File: src/rtl/audio_pkg.sv
// Shared audio-path types and defaults used by the frame buffer, the
// processing top and the downstream stages.
package audio_pkg;

   localparam int DEF_SAMPLE_SIZE = 16;
   localparam int DEF_BUFF_SIZE   = 16;

   typedef logic signed [DEF_SAMPLE_SIZE-1:0] sample_t;

   typedef enum logic [1:0] {
      FILL  = 2'd0,
      PUB   = 2'd1,
      STALL = 2'd2
   } fb_state_t;

endpackage

File: src/rtl/frame_bank.sv
// One BUFF_SIZE x SAMPLE_SIZE register bank: indexed write, synchronous
// clear, whole contents exposed as a flat packed vector.
module frame_bank #(
   parameter int BUFF_SIZE   = audio_pkg::DEF_BUFF_SIZE,
   parameter int SAMPLE_SIZE = audio_pkg::DEF_SAMPLE_SIZE,
   parameter int PTR_W       = $clog2(BUFF_SIZE)
) (
   input  logic                             clock,
   input  logic                             clear,
   input  logic                             we,
   input  logic [PTR_W-1:0]                 idx,
   input  logic [SAMPLE_SIZE-1:0]           data,
   output logic [BUFF_SIZE*SAMPLE_SIZE-1:0] bank_out
);

   logic [BUFF_SIZE*SAMPLE_SIZE-1:0] mem_d, mem_q;

   always_comb begin
      mem_d = mem_q;
      for (int k = 0; k < BUFF_SIZE; k++) begin
         if (we && (idx == PTR_W'(k))) begin
            mem_d[k*SAMPLE_SIZE +: SAMPLE_SIZE] = data;
         end
      end
   end

   always_ff @(posedge clock) begin
      if (clear) begin
         mem_q <= '0;
      end else begin
         mem_q <= mem_d;
      end
   end

   assign bank_out = mem_q;

endmodule

File: src/rtl/sample_frame_buffer.sv
// Ping-pong frame collector: fills one bank from the sample stream while the
// other bank is published to the processing stage with a valid/done handshake.
module sample_frame_buffer #(
   parameter int BUFF_SIZE   = audio_pkg::DEF_BUFF_SIZE,
   parameter int SAMPLE_SIZE = audio_pkg::DEF_SAMPLE_SIZE,
   parameter int OVR_CNT_W   = 8
) (
   input  logic                             clock,
   input  logic                             reset,
   input  logic [SAMPLE_SIZE-1:0]           sample_in,
   input  logic                             sample_valid,
   output logic [BUFF_SIZE*SAMPLE_SIZE-1:0] frame_out,
   output logic                             frame_valid,
   input  logic                             proc_done,
   output logic                             overrun,
   output logic [OVR_CNT_W-1:0]             overrun_count
);

   import audio_pkg::*;

   localparam int PTR_W = $clog2(BUFF_SIZE);
   localparam logic [PTR_W-1:0] LAST_IDX = PTR_W'(BUFF_SIZE - 1);

   fb_state_t            state_d, state_q;
   logic [PTR_W-1:0]     ptr_d, ptr_q;
   logic                 fill_bank_d, fill_bank_q;
   logic                 overrun_d, overrun_q;
   logic [OVR_CNT_W-1:0] ovr_cnt_d, ovr_cnt_q;

   logic accept, complete, swap;
   logic [BUFF_SIZE*SAMPLE_SIZE-1:0] bank0_out, bank1_out;

   always_comb begin
      state_d     = state_q;
      ptr_d       = ptr_q;
      swap        = 1'b0;
      accept      = sample_valid && (state_q != STALL);
      complete    = accept && (ptr_q == LAST_IDX);

      if (accept) begin
         ptr_d = complete ? '0 : ptr_q + 1'b1;
      end

      unique case (state_q)
         FILL: begin
            if (complete) begin
               state_d = PUB;
               swap    = 1'b1;
            end
         end
         PUB: begin
            if (complete && proc_done) begin
               swap = 1'b1;
            end else if (complete) begin
               state_d = STALL;
            end else if (proc_done) begin
               state_d = FILL;
            end
         end
         STALL: begin
            // Any sample arriving alongside proc_done is still dropped.
            if (proc_done) begin
               state_d = PUB;
               swap    = 1'b1;
            end
         end
         default: state_d = FILL;
      endcase

      fill_bank_d = swap ? ~fill_bank_q : fill_bank_q;

      overrun_d = (state_q == STALL) && sample_valid;
      ovr_cnt_d = ovr_cnt_q;
      if (overrun_d && (ovr_cnt_q != '1)) begin
         ovr_cnt_d = ovr_cnt_q + 1'b1;
      end
   end

   always_ff @(posedge clock) begin
      if (reset) begin
         state_q     <= FILL;
         ptr_q       <= '0;
         fill_bank_q <= 1'b0;
         overrun_q   <= 1'b0;
         ovr_cnt_q   <= '0;
      end else begin
         state_q     <= state_d;
         ptr_q       <= ptr_d;
         fill_bank_q <= fill_bank_d;
         overrun_q   <= overrun_d;
         ovr_cnt_q   <= ovr_cnt_d;
      end
   end

   frame_bank #(
      .BUFF_SIZE  (BUFF_SIZE),
      .SAMPLE_SIZE(SAMPLE_SIZE),
      .PTR_W      (PTR_W)
   ) u_bank0 (
      .clock   (clock),
      .clear   (reset),
      .we      (accept && !fill_bank_q),
      .idx     (ptr_q),
      .data    (sample_in),
      .bank_out(bank0_out)
   );

   frame_bank #(
      .BUFF_SIZE  (BUFF_SIZE),
      .SAMPLE_SIZE(SAMPLE_SIZE),
      .PTR_W      (PTR_W)
   ) u_bank1 (
      .clock   (clock),
      .clear   (reset),
      .we      (accept && fill_bank_q),
      .idx     (ptr_q),
      .data    (sample_in),
      .bank_out(bank1_out)
   );

   // The published bank is always the one not being filled.
   assign frame_out     = fill_bank_q ? bank0_out : bank1_out;
   assign frame_valid   = (state_q != FILL);
   assign overrun       = overrun_q;
   assign overrun_count = ovr_cnt_q;

endmodule

File: config.mk
export PLATFORM = sky130hd
export DESIGN_NAME = sample_frame_buffer
export DESIGN_NICKNAME = d
export VERILOG_FILES = /design/src/rtl/audio_pkg.sv /design/src/rtl/frame_bank.sv /design/src/rtl/sample_frame_buffer.sv
export SDC_FILE = /design/constraint.sdc
export NUM_CORES = 1
export LEC_CHECK = 0
export BUFFER_PORTS_ARGS = -buffer_cell sky130_fd_sc_hd__buf_2
export CORE_UTILIZATION = 63
export DETAILED_ROUTE_END_ITERATION = 7
export HOLD_SLACK_MARGIN = 0.1
export MAX_ROUTING_LAYER = met4
export PLACE_DENSITY = 0.92
export SETUP_SLACK_MARGIN = 0.1
export SKIP_CTS_REPAIR_TIMING = 1
export SLEW_MARGIN = 10
export SYNTH_ARGS = -nofsm -noshare
export SYNTH_HDL_FRONTEND = slang
export SYNTH_SLANG_ARGS = --single-unit
File: constraint.sdc
create_clock -name clock -period 3.41 [get_ports clock]
set_input_delay 0.341 -clock clock [delete_from_list [all_inputs] [get_ports clock]]
set_output_delay 0.341 -clock clock [all_outputs]
set_load 0.02 [all_outputs]
==> impl_metrics.json <==
{
  "cp_cell_sequence": "buf_4 > mux2_2 > buf_2",
  "whs_ns": 0.269,
  "grt_start_max_net_pins": 203,
  "antenna_cells": 0,
  "via_count": 16100,
  "regArea_sq_um": 10600,
  "core_sq_um": 37800,
  "finClkSkew_ns": 0.0141,
  "status": "complete, no violations",
  "worstSetupEndpointType": "primary output",
  "setup_viol": 0,
  "critPathTopFamily": "buffers and inverters",
  "layout.nets": 2330,
  "multiInputGateArea_sq_um": 12700,
  "grt_usage_pct": 30.5,
  "cts_max_level": 2,
  "cts_tree": "built",
  "gp_routability_congestion": 0.828,
  "portBuffers": 285,
  "final_antenna_net_count": 0,
  "post-route-min-period_ns": 3.04,
  "die_h_um": 198,
  "path_class": "reg2out",
  "fp.dieW_um": 198,
  "place_inst": 2760,
  "critPathSlowestCell": "dfxtp_4",
  "synth_nets": 2166,
  "synth_top_cell_by_area": "dfxtp_1",
  "drv_slew": 0,
  "totalWireLength_um": 58400,
  "p_per_area_nw_per_um2": 462,
  "hold_viol": 0,
  "cp_data_arrival_time_ns": 2.70,
  "die_area_sq_um": 39300,
  "p_seq_share_pct": 49.4,
  "clkLatencyLatePin_ns": 0.59,
  "final_cells": 2856,
  "cts-root-buf": "clkbuf_16",
  "grt_pass1_vias": 16800,
  "synth.top_cell.area_share_pct": 43.5,
  "dp_hpwl_um": 35700,
  "drive_gt1_share_pct": 28.7,
  "syn_inst": 2141,
  "initial_utilization_pct": 64.2,
  "antenna_found_initial": 0,
  "internal_power_mw": 9.89,
  "fillCellCount": 2648,
  "p_sw_share_pct": 21.4,
  "yosys-top-cells-area": "dfxtp_1, mux2i_1, nand2b_1",
  "maxCapViolations": 0,
  "synthToLayoutAreaGrowth_pct": 12.3,
  "synth-seq-cells": 528,
  "max_stage_delay_ns": 0.79,
  "critPathMaxFanout": 48,
  "drtIter0Drc": 792,
  "finish.utilization_pct": 72.0,
  "cts_buffer_depth": 3,
  "synth.distinct_cells": 45,
  "synth.avg_cell_area_sq_um": 11.3,
  "viasPerCell": 5.63,
  "vdd_ir_drop_max_uv": 505,
  "drtPass1Iterations": 5,
  "fin_ws_ns": 0.367,
  "cts.clk_slew.worst_paths_ns": 0.06,
  "worst_slew_pin_slew_ns": 1.09,
  "relSlewSlack_pct": 27.4,
  "grt_pass1_wl_um": 91200,
  "route.detailed.drc": 0,
  "io_pins": 286,
  "crit_buf_inv": 2,
  "core.rowCount": 71,
  "switchingPower_mw": 2.70,
  "grt_overflow_total": 0,
  "rsz0062_at_grt": "no",
  "post-route-period-util_pct": 89.2,
  "syn_area_sq_um": 24300,
  "p_leak_nw": 14.1,
  "fmax_mhz": 329,
  "cp-start-kind": "flop",
  "setup_tns_ns": 0,
  "clock-sinks": 528,
  "synth_warnings": 0,
  "hp-class": "in2reg",
  "cts_buffers": 53,
  "critical_path_required_ns": 3.07,
  "place_ws_ns": 0.894,
  "ys_seq_area_share_pct": 43.5,
  "p_comb_share_pct": 3.6,
  "clkPwrFrac_pct": 47.0,
  "drt-wirelength-per-cell_um": 20.5
}
[worst paths after layout]
path	from	to	slack (ns)	cells past startpoint
worst min register to register	u_bank1.bank_out[248]	u_bank1.bank_out[248]	0.47	2
worst min-delay path	reset	u_bank1.bank_out[119]	0.27	3
worst max register to register	fill_bank_q	u_bank1.bank_out[117]	0.99	4
worst max-delay path	fill_bank_q	frame_out[113]	0.37	3
[layer usage]
layer / global-route usage, % / vias to the layer above / share of wire (%) / wire length (um)
met5: - / - / 0 / 0
met4: 11.0 / 0 / 2.8 / 1630
met3: 5.98 / 116 / 5.5 / 3220
met2: 50.9 / 386 / 49 / 28600
met1: 36.5 / 7963 / 43 / 24900
li1: - / 7614 / - / -
[final cells by class]
type                    count  area share, %
multi-input cells        1414           46.4
flip-flops and latches    528           38.8
clock buffers              82           5.90
repair buffers            300           5.83
well taps                 511           2.34
clock inverters            13          0.638
inverters                   8          0.110
[sequential cells by signal, indices dropped and copies added, names as in the netlist]
register,flops
ptr_q,4
u_bank0.bank_out,256
overrun_count,8
state_q,2
fill_bank_q,1
overrun,1
u_bank1.bank_out,256
[kinds of logic (layout without fill, tap and decap cells)]
family | Yosys count | in the layout | synth area share (%)
buffers and inverters | 199 | 403 | 4.56
AND/OR/NAND/NOR | 610 | 610 | 17.7
AO/OA/AOI/OAI | 24 | 24 | 0.675
adder cells (fa/ha/maj) | 5 | 5 | 0.258
multiplexers | 775 | 775 | 33.3
flip-flops | 528 | 528 | 43.5
[through the flow]
stage,power [mW],instance area [sq um]
2_1_floorplan,6.68,24300
3_3_place_gp,6.79,25500
3_5_place_dp,6.81,25500
4_1_cts,12.7,27300
5_1_grt,12.9,27300
6_report,12.6,27300
[worst min-delay path: cells and delay by family]
family                 cells  cell delay (ns)
buffers and inverters      1             0.18
AND/OR/NAND/NOR            1             0.17
multiplexers               1             0.11
[cell usage after synthesis, drive strengths merged]
| cell | instances |
|---|---|
| nand2b | 531 |
| dfxtp | 528 |
| mux2i | 514 |
| mux2 | 261 |
| clkbuf | 112 |
| buf | 79 |
| nand4 | 32 |
| inv | 8 |
| a211oi | 7 |
| a21oi | 7 |
| nand3 | 7 |
| nor2b | 7 |
| nor2 | 6 |
| ha | 5 |
| and3b | 4 |
| and4 | 4 |
| and3 | 3 |
| nor3b | 3 |
| a41oi | 2 |
| and2 | 2 |
| nand3b | 2 |
| o21ai | 2 |
| o31ai | 2 |
| or2 | 2 |
| or4 | 2 |
| a21o | 1 |
| a221oi | 1 |
| a32oi | 1 |
| and2b | 1 |
| nand2 | 1 |
| nor3 | 1 |
| nor4 | 1 |
| o32ai | 1 |
| or2b | 1 |
[power groups by stage]
stage          registers (mW)  clock network [mW]  logic, mW
3_3_place_gp             6.35                   0      0.438
2_1_floorplan            6.35                   0      0.335
4_1_cts                  6.22                5.99      0.455
6_report                 6.22                5.92      0.455
5_1_grt                  6.22                6.25      0.480
3_5_place_dp             6.35                   0      0.453
[cell usage in the layout (no fill, tap or decap), types with 7 or more instances in the layout]
master,n
mux2i_1,514
inv_1,8
buf_4,11
dfxtp_1,527
clkbuf_1,14
clkbuf_8,13
clkbuf_16,55
mux2_2,237
buf_2,284
a211oi_1,7
nand2b_2,16
nand2b_1,514
nand4_4,29
mux2_1,24
a21oi_1,7
(Power assumes the default switching activity.)
